[config.mk]
export PLATFORM = sky130hd
export DESIGN_NAME = msrv32_imm_gen_stage
export DESIGN_NICKNAME = d
export VERILOG_FILES = /design/src/rtl/msrv32_pkg.sv /design/src/rtl/msrv32_imm_expand.sv /design/src/rtl/msrv32_imm_gen_stage.sv
export SDC_FILE = /design/constraint.sdc
export NUM_CORES = 1
export LEC_CHECK = 0
export BUFFER_PORTS_ARGS = -buffer_cell sky130_fd_sc_hd__buf_2
export CAP_MARGIN = 5
export CORE_UTILIZATION = 40
export DETAILED_ROUTE_END_ITERATION = 12
export PLACE_DENSITY = 0.7
export SKIP_CTS_REPAIR_TIMING = 1
export SYNTH_ARGS = -nofsm -noshare
export SYNTH_HDL_FRONTEND = slang
export SYNTH_HIERARCHICAL = 1
export SYNTH_SLANG_ARGS = --single-unit
[constraint.sdc]
create_clock -name ms_riscv32_mp_clk_in -period 2.6 [get_ports ms_riscv32_mp_clk_in]
set_input_delay 0 -clock ms_riscv32_mp_clk_in [delete_from_list [all_inputs] [get_ports ms_riscv32_mp_clk_in]]
set_output_delay 0 -clock ms_riscv32_mp_clk_in [all_outputs]
set_load 0.02 [all_outputs]
[src/rtl/msrv32_pkg.sv]
// Shared definitions for the msrv32 decode-side immediate path.
// Latency: n/a (types and constants only).
// Backpressure: n/a.
package msrv32_pkg;

  // Immediate type select codes; 000, 001 and 111 all decode as I-type.
  localparam logic [2:0] IMM_I   = 3'b000;
  localparam logic [2:0] IMM_I2  = 3'b001;
  localparam logic [2:0] IMM_S   = 3'b010;
  localparam logic [2:0] IMM_B   = 3'b011;
  localparam logic [2:0] IMM_U   = 3'b100;
  localparam logic [2:0] IMM_J   = 3'b101;
  localparam logic [2:0] IMM_CSR = 3'b110;
  localparam logic [2:0] IMM_I3  = 3'b111;

  localparam int DEFAULT_XLEN  = 32;
  localparam int DEFAULT_TAG_W = 8;

endpackage

[src/rtl/msrv32_imm_expand.sv]
// Expands instr[31:7] into an XLEN-wide immediate according to the type select.
// Latency: purely combinational.
// Backpressure: none; stateless.
module msrv32_imm_expand
  import msrv32_pkg::*;
#(
  parameter int XLEN = DEFAULT_XLEN
) (
  input  logic [24:0]     instr,     // instruction bits [31:7]; bit k lives at instr[k-7]
  input  logic [2:0]      imm_type,
  output logic [XLEN-1:0] imm
);

  generate
    if (XLEN != 32 && XLEN != 64) begin : g_bad_xlen
      $error("msrv32_imm_expand: XLEN must be 32 or 64");
    end
  endgenerate

  logic sign;
  assign sign = instr[24];

  // Start from all sign bits and overwrite the low field, so every type
  // except the CSR zimm is sign-extended to the full XLEN.
  always_comb begin
    imm = {XLEN{sign}};
    case (imm_type)
      IMM_S:   imm[11:0] = {instr[24:18], instr[4:0]};
      IMM_B:   imm[12:0] = {instr[24], instr[0], instr[23:18], instr[4:1], 1'b0};
      IMM_U:   imm[31:0] = {instr[24:5], 12'h000};
      IMM_J:   imm[20:0] = {instr[24], instr[12:5], instr[13], instr[23:14], 1'b0};
      IMM_CSR: begin
        imm      = '0;
        imm[4:0] = instr[12:8];
      end
      default: imm[11:0] = instr[24:13];
    endcase
  end

endmodule

[src/rtl/msrv32_imm_gen_stage.sv]
// Pipelined immediate generator: expands, then registers immediate + tag behind valid/ready.
// Latency: 1 cycle from acceptance to out_valid when the output register is free.
// Backpressure: SKID_EN=1 absorbs one extra entry, in_ready = !skid_valid (registered); SKID_EN=0 single stage.
module msrv32_imm_gen_stage
  import msrv32_pkg::*;
#(
  parameter int XLEN    = DEFAULT_XLEN,
  parameter int TAG_W   = DEFAULT_TAG_W,
  parameter bit SKID_EN = 1'b1
) (
  input  logic             ms_riscv32_mp_clk_in,
  input  logic             ms_riscv32_mp_rst_in,
  input  logic             flush_in,
  input  logic             in_valid,
  output logic             in_ready,
  input  logic [24:0]      instr_in,
  input  logic [2:0]       imm_type_in,
  input  logic [TAG_W-1:0] tag_in,
  output logic             out_valid,
  input  logic             out_ready,
  output logic [XLEN-1:0]  imm_out,
  output logic [TAG_W-1:0] tag_out,
  output logic             busy_out
);

  logic [XLEN-1:0]  imm_exp;
  logic [XLEN-1:0]  skid_imm;
  logic [TAG_W-1:0] skid_tag;
  logic             skid_valid;
  logic             push;

  // Expansion sits on the input side so both registers hold finished immediates.
  msrv32_imm_expand #(
    .XLEN (XLEN)
  ) u_expand (
    .instr    (instr_in),
    .imm_type (imm_type_in),
    .imm      (imm_exp)
  );

  // With the skid enabled, ready depends only on state, so there is no
  // combinational path from out_ready back to in_ready.
  assign in_ready = SKID_EN ? !skid_valid : (!out_valid || out_ready);
  assign push     = in_valid && in_ready;
  assign busy_out = out_valid || skid_valid;

  // Output register and skid entry; flush beats everything, then the output
  // register refills from the skid (oldest first), else the skid catches a stalled push.
  always_ff @(posedge ms_riscv32_mp_clk_in or posedge ms_riscv32_mp_rst_in) begin
    if (ms_riscv32_mp_rst_in) begin
      out_valid  <= 1'b0;
      imm_out    <= '0;
      tag_out    <= '0;
      skid_valid <= 1'b0;
      skid_imm   <= '0;
      skid_tag   <= '0;
    end else if (flush_in) begin
      out_valid  <= 1'b0;
      skid_valid <= 1'b0;
    end else if (!out_valid || out_ready) begin
      if (skid_valid) begin
        out_valid <= 1'b1;
        imm_out   <= skid_imm;
        tag_out   <= skid_tag;
        if (push) begin
          skid_imm <= imm_exp;
          skid_tag <= tag_in;
        end else begin
          skid_valid <= 1'b0;
        end
      end else begin
        out_valid <= push;
        if (push) begin
          imm_out <= imm_exp;
          tag_out <= tag_in;
        end
      end
    end else if (push && SKID_EN) begin
      skid_valid <= 1'b1;
      skid_imm   <= imm_exp;
      skid_tag   <= tag_in;
    end
  end

endmodule

==> Yosys cells after proc, flatten, opt, wreduce, memory -nomap -nowiden <==
Index checks and enable logic that the tools add are counted.
{ "word_totals": {"ff_bits": 82, "input_bits": 41, "out_inout_bits": 43, "elab_cells": 46} }
{ "classes": {"n_eq_ne": 6, "muxes": 22, "bitwise_logic": 1, "reduce_logical": 11} }
{ "ops": {"columns": ["op", "count"], "rows": [
  ["2-to-1 mux 32 bit", 5],
  ["case mux 12 bit (5 select lines)", 1],
  ["2-to-1 mux 8 bit", 5],
  ["case mux 8 bit (3 select lines)", 1],
  ["case mux 11 bit (2 select lines)", 1],
  ["equality test 3 bit (second input constant)", 3],
  ["2-to-1 mux 1 bit", 8],
  ["equality test 3 x 2 -> 1 bit (second input constant)", 2],
  ["nonzero test 2 bit", 2],
  ["AND reduction 3 bit", 1],
  ["nonzero test 3 bit", 1],
  ["logical NOT 1 bit", 2],
  ["logical OR 1 bit", 2],
  ["inequality test 2 bit (second input constant)", 1],
  ["case mux 1 bit (2 select lines)", 1],
  ["AND reduction 2 bit", 1],
  ["OR reduction 2 bit", 1],
  ["logical AND 1 bit", 1],
  ["inverter 1 bit", 1]
]} }

==> Longest topological paths before layout <==
Gate-level depths: netlist of the first run.
{ "logic_depth": {"ltp_word": 6, "mapped_depth": 6} }

==> By module <==
Netlist of the first run, hierarchy kept.
{ "by_module_without_submodules": {"columns": ["mod", "instances", "cells_each", "area_per_inst_um2"], "rows": [
  ["msrv32_imm_gen_stage", 1, 225, 3584.7],
  ["msrv32_imm_expand", 1, 66, 407.9]
]} }

==> Least setup slack after synthesis of the first run <==
Ideal clock, no wire load.
{ "synth_timing": {"path_kind": "register to register", "from": "register out_valid", "to": "register skid_tag[4]", "t_arrival_ns": 1.485, "t_required_ns": 2.475, "slack_ns": 0.990, "path_stages_with_launch": 5, "path_buffers": 1, "cell_sequence": "dfrtp_1 nand2b_4 nor4b_4 buf_6 mux2_2"} }
{ "synth_between": {"elab_chain_cells": 4, "word_cells_on_any_way": 5, "cone_classes": "eq/ne: 1; mux: 1; reduce/logical: 3"} }
{ "synth_rtl": {"columns": ["item", "line_no", "rtl"], "rows": [
  ["start, declared", "msrv32_imm_gen_stage.sv:19", "output logic out_valid,"],
  ["start signal, assigned", "msrv32_imm_gen_stage.sv:72", "out_valid <= push;"],
  ["logical NOT 1 bit (*)", "msrv32_imm_gen_stage.sv:60", "end else if (!out_valid || out_ready) begin"],
  ["logical OR 1 bit (*)", "msrv32_imm_gen_stage.sv:60", null],
  ["inequality test 2 bit (no source line)", null, null],
  ["AND reduction 2 bit (no source line)", null, null],
  ["end signal, assigned", "msrv32_imm_gen_stage.sv:67", "skid_tag <= tag_in;"],
  ["end signal, assigned", "msrv32_imm_gen_stage.sv:81", "skid_tag <= tag_in;"],
  ["end, declared", "msrv32_imm_gen_stage.sv:28", "logic [TAG_W-1:0] skid_tag;"]
]} }
Every way passes the cells marked *; elsewhere a longest branch is shown, timed or not.
A chain may end at the register's enable or synchronous reset.

==> Final worst setup path of the first run <==
{ "layout_timing": {"from": "register skid_valid", "to": "register imm_out[22]"} }
{ "layout_between": {"elab_chain_cells": 4, "word_cells_on_any_way": 5, "cone_classes": "mux: 1; reduce/logical: 4"} }
{ "layout_rtl": {"columns": ["item", "line_no", "rtl"], "rows": [
  ["start, declared", "msrv32_imm_gen_stage.sv:29", "logic skid_valid;"],
  ["start signal, assigned", "msrv32_imm_gen_stage.sv:54", "skid_valid <= 1'b0;"],
  ["start signal, assigned", "msrv32_imm_gen_stage.sv:59", "skid_valid <= 1'b0;"],
  ["start signal, assigned", "msrv32_imm_gen_stage.sv:69", "skid_valid <= 1'b0;"],
  ["logical NOT 1 bit", "msrv32_imm_gen_stage.sv:43", "assign in_ready = SKID_EN ? !skid_valid : (!out_valid || out_ready);"],
  ["logical AND 1 bit", "msrv32_imm_gen_stage.sv:44", "assign push = in_valid && in_ready;"],
  ["nonzero test 2 bit (no source line)", null, null],
  ["AND reduction 3 bit (no source line)", null, null],
  ["end signal, assigned", "msrv32_imm_gen_stage.sv:63", "imm_out <= skid_imm;"],
  ["end signal, assigned", "msrv32_imm_gen_stage.sv:74", "imm_out <= imm_exp;"],
  ["end, declared", "msrv32_imm_gen_stage.sv:21", "output logic [XLEN-1:0] imm_out,"]
]} }
Several ways; a longest one is shown, not always the timed one.

==> qor.csv, run 1 <==
stage,metric,value,unit
final_layout,regArea,2050,um^2
hold_path,min_from,instr_in[6],
sta,setup_slack,0.808,ns
sta,rsz0062_at_grt,false,
clock_tree,clock_latency,0.35,ns
synth,synthTopCellsByArea,"dfrtp_1 51%, mux2_2 32%, a21o_1 2.1%",
clock_tree,cts_buffers,9,
power,power_per_cell_area,729,nW/um^2
die,die_w,102,um
synth,yosysMostFrequentCell,mux2_2,
sta,tightest_slew,0.765,ns
grt,globalRouteTotalUtil,0.166,
clock_tree,tritoncts,built,
drt,routedWlPerCell,15.5,um
final_layout,final_util,0.497,
drt,wirelength,8070,um
synth,synth_edf_count,0,
final_layout,drive_gt1_frac,0.582,
setup_path,crit_family,multiplexers,
synth,syn_area,3990,um^2
final_layout,multiInputGateArea,1810,um^2
clock_tree,clock_sinks,82,
sta,fmax,558,MHz
placed_design,pre_cts_slack,0.803,ns
setup_path,worstPathMaxFanout,36,
final_layout,layout.cells.non_filler,521,
sta,min_period_over_period,0.689,
setup_path,rr_startpoint,skid_valid$_DFFE_PP0P_,
setup_path,timing.rr.end,imm_out[22]$_DFFE_PP0P_,
placed_design,io_buffers,83,
sta,setup_violations,0,
final_layout,layout.nets,425,
clock_tree,max-clock-path-buffers,2,
synth,seq_area_frac_synth,0.514,
power,power_leakage,2.26,nW
setup_path,arrival,2.02,ns
status,status,"finished, final reports clean",
sta,hold_viol,0,
final_layout,antenna_cells,0,
drt,viasPerCell,4.90,
drt,drtPass1Iterations,4,
placed_design,dp_cells,494,
final_layout,fillerInstances,897,
drt,drt_iter0_markers,73,
die,initial_utilization,0.410,
grt,met3_usage,0.0308,
setup_path,rr_worst_depth,3,
synth,ys_types,30,
setup_path,worstPathRequired,2.83,ns
sta,finalSetupTns,0,ns
setup_path,ff2ff_setup_slack,0.81,ns
hold_path,whs_path_depth,4,
run,maxCapViolations,0,
setup_path,timing.critical_path.buf_inv,1,
synth,synth-async-reset-ratio,1.00,
clock_tree,cts-root-buf,clkbuf_8,
setup_path,critPathCaptureType,register,
setup_path,cp_slowest_cell,dfrtp_2,
setup_path,critPathLaunchType,register,
sta,fin_crit,1.79,ns
drt,ant_nets,0,
hold_path,hp-class,input port to register,
synth,syn_nets,332,
clock_tree,htreeDepth,3,
sta,slew_viol_final,0,
grt,grt_pass1_wl,13200,um
grt,gr-total-overflow,0,
placed_design,gp_congestion,0.794,
placed_design,dp_hpwl,5510,um
setup_path,crit_type,register to register,
synth,syn_avg_cell_area,13.7,um^2
final_layout,area_growth,21.2,%
grt,grt.met1_usage,0.208,
synth,yosys_most_used_dff,dfrtp_1,
setup_path,cp_slowest_stage_delay,0.50,ns
sta,skew,0.0112,ns
power,finalPower,3.52,mW
grt,grt_pass1_vias,2751,
drt,post-route-drc-count,0,
die,rows,36,
synth,synth_top_cell_by_area,dfrtp_1,
grt,antenna_found_initial,0,
die,core_area,9730,um^2
sta,relSlewSlack,0.488,
synth,ys_ff_latch,82,
die,die_y,102,um
die,die_area,10400,um^2
grt,met2_usage,0.273,
synth,ys_warn_count,6,
power,vdd_drop_max,0.302,mV
drt,vias,2555,
die,ios,84,
synth,synthCells,291,
hold_path,holdPathEnd,skid_imm[13]$_DFFE_PP0P_,
clock_tree,clkTransAtPathRegs,0.08,ns
grt,grt_max_degree,83,
synth,synth_common_cells,"114 x mux2_2, 82 x dfrtp_1, 12 x nand2_1",
setup_path,crit_chain,"buf_4, mux2_2, mux2_1",
synth,yosys.area.top_type_share,0.514,
grt,grt.busiest_layer,met2,
## layout make-up
| type | count | area share |
|---|---|---|
| inverter | 3 | 0.00259 |
| clock buffer | 10 | 0.0264 |
| timing repair buffer | 99 | 0.122 |
| sequential | 82 | 0.424 |
| multi-input combinational | 189 | 0.374 |
| tap | 133 | 0.0344 |
| clock inverter | 5 | 0.0166 |
## how the worst max path moves through the flow
stage                                 startpoint                        to  slack (ns)  cells after the start
final                     skid_valid$_DFFE_PP0P_   imm_out[22]$_DFFE_PP0P_        0.81                      3
after global routing      skid_valid$_DFFE_PP0P_  skid_imm[15]$_DFFE_PP0P_        0.72                      3
after CTS                 skid_valid$_DFFE_PP0P_  skid_imm[14]$_DFFE_PP0P_        0.80                      3
after detailed placement  skid_valid$_DFFE_PP0P_  skid_imm[18]$_DFFE_PP0P_        0.80                      3
after global placement    skid_valid$_DFFE_PP0P_   imm_out[22]$_DFFE_PP0P_        0.84                      3
after floorplan             ms_riscv32_mp_rst_in    imm_out[0]$_DFFE_PP0P_        0.49                      1
## kinds of logic (layout without fill, tap and decap cells)
| kind of cell | count (synthesis) | count (layout) | synth area share |
|---|---|---|---|
| simple gates | 40 | 40 | 0.0599 |
| buf+inv | 20 | 117 | 0.0351 |
| flops | 82 | 82 | 0.514 |
| mux | 121 | 121 | 0.341 |
| compound gates | 28 | 28 | 0.0501 |
## power breakdown
part,internal [mW],switching (mW),total (mW),leakage (nW)
combinational,0.421,0.424,0.845,1.15
sequential,1.56,0.137,1.70,1.01
clock,0.534,0.445,0.979,0.0984
total,2.52,1.01,3.52,2.26
## cells in the final DEF, fill, tap and decap left out, types with 2 or more instances in the layout
| master | n |
|---|---|
| clkinv_2 | 2 |
| and2_1 | 7 |
| a21o_1 | 11 |
| nor2b_1 | 4 |
| buf_2 | 83 |
| a21oi_1 | 5 |
| a221o_1 | 4 |
| buf_12 | 2 |
| mux2_1 | 6 |
| o21ai_1 | 5 |
| dlygate4sd3_1 | 12 |
| bufinv_16 | 2 |
| mux2_2 | 114 |
| clkinvlp_4 | 2 |
| nor2_1 | 6 |
| buf_4 | 2 |
| nand2_1 | 12 |
| clkbuf_8 | 9 |
| dfrtp_1 | 81 |
| nor3_1 | 2 |
## worst register-to-register path, cell delays in order, from the launching register on
cell and delay [ns]:
dfrtp_2 0.50, buf_4 0.48, mux2_2 0.41, mux2_1 0.29
## sequential cells by signal, summed over array words and instances, names as in the netlist
name        flops
out_valid       1
imm_out        32
skid_tag        8
skid_valid      1
skid_imm       32
tag_out         8
## per-layer routing
| layer | routed length (um) | part of all wire | vias to the layer above |
|---|---|---|---|
| met2 | 4040 | 0.50 | 41 |
| met5 | 0 | 0 | - |
| li1 | - | - | 1224 |
| met4 | 155 | 0.019 | 0 |
| met1 | 3580 | 0.44 | 1279 |
| met3 | 285 | 0.035 | 11 |
## through the flow
stage | hold slack [ns] | cell area (um^2)
floorplan | 0.0631 | 3990
global placement | 0.123 | 4510
detailed placement | 0.129 | 4510
CTS | -0.260 | 4720
global route | 0.0330 | 4840
finish | 0.00452 | 4840
Note: power is estimated with default switching activity, not from simulation.
==> run 2: changes to the inputs <==
PLACE_DENSITY = 0.72   (was 0.7)
clock period = 1.55 ns   (was 2.6 ns; I/O delays follow)
==> run 2 against run 1 <==
  * The flow now finishes with violations (negative hold slack, negative setup slack)
  * Maximum frequency increased by 12%
  * First-iteration DRC count up 12%
  * Hold slack got worse by 0.011 ns
  * Flip-flop and latch count is the same
  * Largest cell class unchanged
  * Setup slack got worse by 0.86 ns
  * Largest power group unchanged
  * Critical path depth grew 2
  * Sequential power is 69% higher
  * Clock-buffer cell count up 2
  * Clock skew down 0.0013 ns
  * Final area up 7.0%
==> qor.csv, run 2 (same netlist as run 1, synthesis figures left out) <==
stage,metric,value,unit,change
sta,rsz0062_at_grt,true,,
die,die_area,10400,um^2,unchanged
final_layout,antenna_cells,0,,unchanged
clock_tree,cts_buffers,9,,unchanged
final_layout,layout.nets,442,,+4.0%
sta,setup_violations,43,,+43
sta,finalSetupTns,-0.957,ns,-0.957 ns
clock_tree,clock_latency,0.36,ns,about the same
setup_path,ff2ff_setup_slack,-0.05,ns,-0.86 ns
sta,setup_slack,-0.0513,ns,-0.860 ns
sta,tightest_slew,0.758,ns,-0.00649 ns
placed_design,dp_hpwl,5980,um,+8.6%
clock_tree,clkTransAtPathRegs,0.08,ns,about the same
setup_path,cp_slowest_stage_delay,0.44,ns,-0.06 ns
drt,dr_wl_met2,4590,um,+14%
setup_path,arrival,1.85,ns,-0.17 ns
sta,hold_viol,2,,+2
drt,wirelength,9190,um,+14%
die,rows,36,,unchanged
drt,post-route-drc-count,0,,unchanged
setup_path,cp_slowest_cell,dfrtp_2,,
sta,fin_hold_ws,-0.00633,ns,-0.0108 ns
sta,fmax,624,MHz,+12%
die,core_area,9730,um^2,unchanged
setup_path,rr_worst_depth,5,,+2
placed_design,gp_congestion,0.872,,+9.8%
grt,grt_max_degree,37,,-55%
setup_path,worstPathMaxFanout,6,,-83%
hold_path,whs_path_depth,4,,unchanged
status,status,"finished, violations left",,
grt,grt_pass1_wl,13300,um,+1.0%
setup_path,crit_type,register to register,,
grt,globalRouteTotalUtil,0.171,,+0.00440
setup_path,timing.rr.end,imm_out[18]$_DFFE_PP0P_,,
power,power_per_cell_area,1150,nW/um^2,+58%
sta,fin_crit,1.60,ns,-0.190 ns
final_layout,reg_top3,"imm_out: 32 flops, skid_imm: 32 flops",,
drt,highest_layer,met4,,
drt,routedWlPerCell,17.1,um,+10%
setup_path,rr_startpoint,out_valid$_DFFE_PP0P_,,
grt,grt_pass1_vias,2628,,-4.5%
clock_tree,max-clock-path-buffers,2,,unchanged
final_layout,final_cell_mix,"88 x mux2_2, 83 x buf_2, 80 x dfrtp_1",,
final_layout,final_common_cell,mux2_2,,
hold_path,holdPathEnd,skid_imm[12]$_DFFE_PP0P_,,
drt,drtPass1Iterations,4,,unchanged
power,power_leakage,2.45,nW,+8.7%
setup_path,crit_chain,"nor2b_4, nor3_4, buf_6, clkbuf_16, mux2_2",,
die,die_y,102,um,unchanged
hold_path,hp-class,input port to register,,
status,violations,"negative hold slack, negative setup slack",,
drt,viasPerCell,4.97,,+1.4%
setup_path,worstPathRequired,1.79,ns,-1.04 ns
setup_path,critPathLaunchType,register,,
final_layout,drive_gt1_frac,0.605,,+0.0225
clock_tree,cts-root-buf,clkbuf_8,,
drt,wl_met1,4000,um,+11%
final_layout,final_util,0.532,,+0.0347
sta,skew,0.00991,ns,-0.00129 ns
drt,vias,2674,,+4.7%
sta,slew_viol_final,0,,unchanged
grt,antenna_found_initial,0,,unchanged
clock_tree,clock_sinks,82,,unchanged
placed_design,io_buffers,83,,unchanged
drt,ant_nets,0,,unchanged
drt,drt_iter0_markers,82,,+12%
die,ios,84,,unchanged
sta,relSlewSlack,0.493,,+0.00434
setup_path,critPathCaptureType,register,,
sta,min_period_over_period,1.03,,+0.344
drt,routed-wl-met3,405,um,+42%
power,vdd_drop_max,0.413,mV,+37%
die,initial_utilization,0.410,,unchanged
grt,gr-total-overflow,0,,unchanged
hold_path,min_from,instr_in[5],,
run,maxCapViolations,0,,unchanged
clock_tree,htreeDepth,3,,unchanged
die,die_w,102,um,unchanged
final_layout,area_growth,29.6,%,
clock_tree,tritoncts,built,,
## run 2: changes by cell type in the layout (fill, tap and decap cells not counted), sizes merged
cell,change
buf,+14
dlygate4sd3,-1
clkinv,-1
bufinv,-1
clkbuf,+6
## run 2: per-stage QoR
| stage | area (um^2) | power [mW] | hold slack, ns | std cells | setup WS (ns) |
|---|---|---|---|---|---|
| final | 5170 | 5.95 | -0.00633 | 538 | -0.0513 |
| after global routing | 5170 | 6.29 | 0.00991 | 538 | -0.0977 |
| after global placement | 4610 | 4.26 | 0.0874 | 504 | 0.00629 |
| after CTS | 4790 | 5.82 | -0.301 | 519 | -0.0742 |
| after floorplan | 4000 | 3.83 | 0.0595 | 291 | 0.0134 |
| after detailed placement | 4610 | 4.33 | 0.0936 | 504 | -0.0531 |
## run 2: worst max path at each step
| stage | start | end | slack (ns) | cells after the start |
|---|---|---|---|---|
| floorplan | out_valid$_DFFE_PP0P_ | skid_tag[4]$_DFFE_PP0P_ | 0.01 | 4 |
| global placement | skid_valid$_DFFE_PP0P_ | skid_tag[4]$_DFFE_PP0P_ | 0.006 | 3 |
| detailed placement | skid_valid$_DFFE_PP0P_ | skid_imm[10]$_DFFE_PP0P_ | -0.05 | 3 |
| CTS | skid_valid$_DFFE_PP0P_ | skid_imm[10]$_DFFE_PP0P_ | -0.07 | 3 |
| global route | out_valid$_DFFE_PP0P_ | imm_out[26]$_DFFE_PP0P_ | -0.1 | 5 |
| finish | out_valid$_DFFE_PP0P_ | imm_out[18]$_DFFE_PP0P_ | -0.05 | 5 |
## run 2: area by class of cell
type                            instances  area [um^2]
Clock buffer                           12          135
Clock inverter                          3         42.5
Fill cell                             854         4550
Inverter                                3         15.0
Multi-Input combinational cell        189         1910
Sequential cell                        82         2050
Tap cell                              133          166
Timing Repair Buffer                  116          847
## run 2: metal layers
metal | vias up | global-route usage
met5 | - | 0
met4 | 0 | 0.0703
met3 | 15 | 0.0561
met2 | 52 | 0.265
met1 | 1349 | 0.220
li1 | 1258 | -
## run 2: report_power, final
part / switching [mW] / internal (mW) / leakage [nW] / total [mW]
combinational: 0.750 / 0.843 / 1.36 / 1.59
sequential: 0.247 / 2.62 / 1.01 / 2.87
clock: 0.755 / 0.736 / 0.0864 / 1.49
## run 2: worst max-delay path: cells and delay by family, from the launching register on
family                 cells  cell delay [ns]
DFF                        1             0.44
buffers and inverters      2             0.36
and+or+nand+nor            2             0.35
muxes                      1             0.32
==> run 3: changes to the inputs <==
MAX_ROUTING_LAYER = met4   (was not set)
==> run 3 against run 2 <==
  * The flow still finishes with violations (negative hold slack, negative setup slack)
  * Clock skew rose by 0.0012 ns
  * Die area did not move
  * Global-route usage rose by 0.57 points
  * Largest power group unchanged
==> qor.csv, run 3 (same netlist as run 1, synthesis figures left out) <==
stage,metric,value,unit,change
final_layout,design_area,5200,um^2,+0.58%
clock_tree,max-clock-path-buffers,2,,unchanged
setup_path,cp_slowest_cell,dfrtp_2,,
die,die_area,10400,um^2,unchanged
sta,fmax,623,MHz,-0.22%
clock_tree,clkTransAtPathRegs,0.09,ns,about the same
drt,drt_iter0_markers,93,,+13%
placed_design,gp_congestion,0.886,,+1.6%
drt,vias,2715,,+1.5%
grt,grt_pass1_vias,2636,,+0.30%
grt,gr-total-overflow,0,,unchanged
final_layout,reg_top3,"imm_out: 32 flops, skid_imm: 32 flops",,
power,power_leakage,2.47,nW,+0.77%
setup_path,worstPathMaxFanout,6,,unchanged
grt,grt_max_degree,37,,unchanged
sta,slew_viol_final,0,,unchanged
final_layout,layout.nets,444,,+0.45%
drt,drtPass1Iterations,4,,unchanged
power,power_per_cell_area,1150,nW/um^2,about the same
die,die_y,102,um,unchanged
clock_tree,cts-root-buf,clkbuf_8,,
clock_tree,clock_sinks,82,,unchanged
status,violations,"negative hold slack, negative setup slack",,
sta,rsz0062_at_grt,true,,
final_layout,antenna_cells,0,,unchanged
die,rows,36,,unchanged
placed_design,io_buffers,83,,unchanged
sta,skew,0.0111,ns,+0.00118 ns
sta,fin_hold_ws,-0.00579,ns,+0.000541 ns
die,ios,84,,unchanged
power,finalPower,5.98,mW,+0.49%
setup_path,crit_chain,"nor2b_4, nor3_4, buf_6, clkbuf_16, mux2_2",,
die,die_w,102,um,unchanged
clock_tree,cts_buffers,9,,unchanged
sta,tightest_slew,0.774,ns,+0.0162 ns
sta,finalSetupTns,-1.06,ns,-0.103 ns
drt,post-route-drc-count,0,,unchanged
clock_tree,clock_latency,0.36,ns,about the same
final_layout,layout.cells.non_filler,540,,+0.37%
final_layout,drive_gt1_frac,0.607,,+0.00194
drt,ant_nets,0,,unchanged
grt,globalRouteTotalUtil,0.176,,+0.00570
setup_path,worstPathRequired,1.79,ns,about the same
status,status,"finished, violations left",,
setup_path,arrival,1.85,ns,about the same
grt,grt_pass1_wl,13300,um,about the same
setup_path,crit_type,register to register,,
sta,setup_slack,-0.0549,ns,-0.00360 ns
setup_path,critPathCaptureType,register,,
die,core_area,9730,um^2,unchanged
setup_path,cp_slowest_stage_delay,0.44,ns,about the same
drt,wirelength,9380,um,+2.1%
sta,relSlewSlack,0.482,,-0.0108
final_layout,final_cell_mix,"85 x mux2_2, 83 x buf_2, 80 x dfrtp_1",,
drt,viasPerCell,5.03,,+1.2%
die,initial_utilization,0.410,,unchanged
setup_path,critPathLaunchType,register,,
clock_tree,htreeDepth,3,,unchanged
sta,min_period_over_period,1.04,,+0.00232
sta,hold_viol,2,,unchanged
power,vdd_drop_max,0.412,mV,-0.11%
final_layout,final_common_cell,mux2_2,,
clock_tree,tritoncts,built,,
drt,routedWlPerCell,17.4,um,+1.8%
placed_design,dp_cells,504,,unchanged
sta,fin_crit,1.60,ns,+0.00360 ns
grt,antenna_found_initial,0,,unchanged
placed_design,dpl_cell_area,4610,um^2,unchanged
placed_design,dp_hpwl,5980,um,unchanged
sta,setup_violations,40,,-7.0%
run,maxCapViolations,0,,unchanged
final_layout,area_growth,30.4,%,
hold_path,hp-class,input port to register,,
## run 3: changes by cell type in the layout (fill, tap and decap cells not counted), sizes merged
| cell | previous run | this run |
|---|---|---|
| buf | 101 | 103 |
## run 3: cell type report
| class | count | area (um^2) |
|---|---|---|
| inverters | 3 | 15.0 |
| repair buffers | 118 | 866 |
| multi-input cells | 189 | 1930 |
| fillers | 853 | 4520 |
| clock inverters | 3 | 42.5 |
| flip-flops and latches | 82 | 2050 |
| well taps | 133 | 166 |
| clock buffers | 12 | 135 |
## run 3: critical path: cells and delay by family (launching register included)
family | cells | cell delay, ns
buffers and inverters | 2 | 0.36
and+or+nand+nor | 2 | 0.35
muxes | 1 | 0.33
DFF | 1 | 0.44
## run 3: metrics by stage
step | util | setup slack, ns
floorplan | - | 0.0134
global placement | 0.474 | 0.00629
CTS | 0.492 | -0.0742
detailed placement | 0.474 | -0.0531
global route | 0.535 | -0.0998
finish | 0.535 | -0.0549
## run 3: worst paths after layout
kind	cells past startpoint	slack, ns	endpoint	startpoint
worst max-delay path	5	-0.05	imm_out[18]$_DFFE_PP0P_	out_valid$_DFFE_PP0P_
worst min-delay path	4	-0.006	skid_imm[12]$_DFFE_PP0P_	instr_in[5]
worst max register to register	5	-0.05	imm_out[18]$_DFFE_PP0P_	out_valid$_DFFE_PP0P_
worst min register to register	1	0.49	skid_imm[1]$_DFFE_PP0P_	skid_imm[1]$_DFFE_PP0P_
max in group asynchronous	4	0.75	skid_imm[27]$_DFFE_PP0P_	ms_riscv32_mp_rst_in
min in group asynchronous	3	0.24	imm_out[24]$_DFFE_PP0P_	ms_riscv32_mp_rst_in
## run 3: where the power goes
part           internal, mW  switching, mW
combinational         0.857          0.757
sequential             2.62          0.250
clock                 0.736          0.761
total                  4.22           1.77
## run 3: routing by layer
layer,global-route usage,part of all wire
met1,0.223,0.44
met2,0.265,0.50
met3,0.0534,0.042
met4,0.0703,0.019
met5,-,0
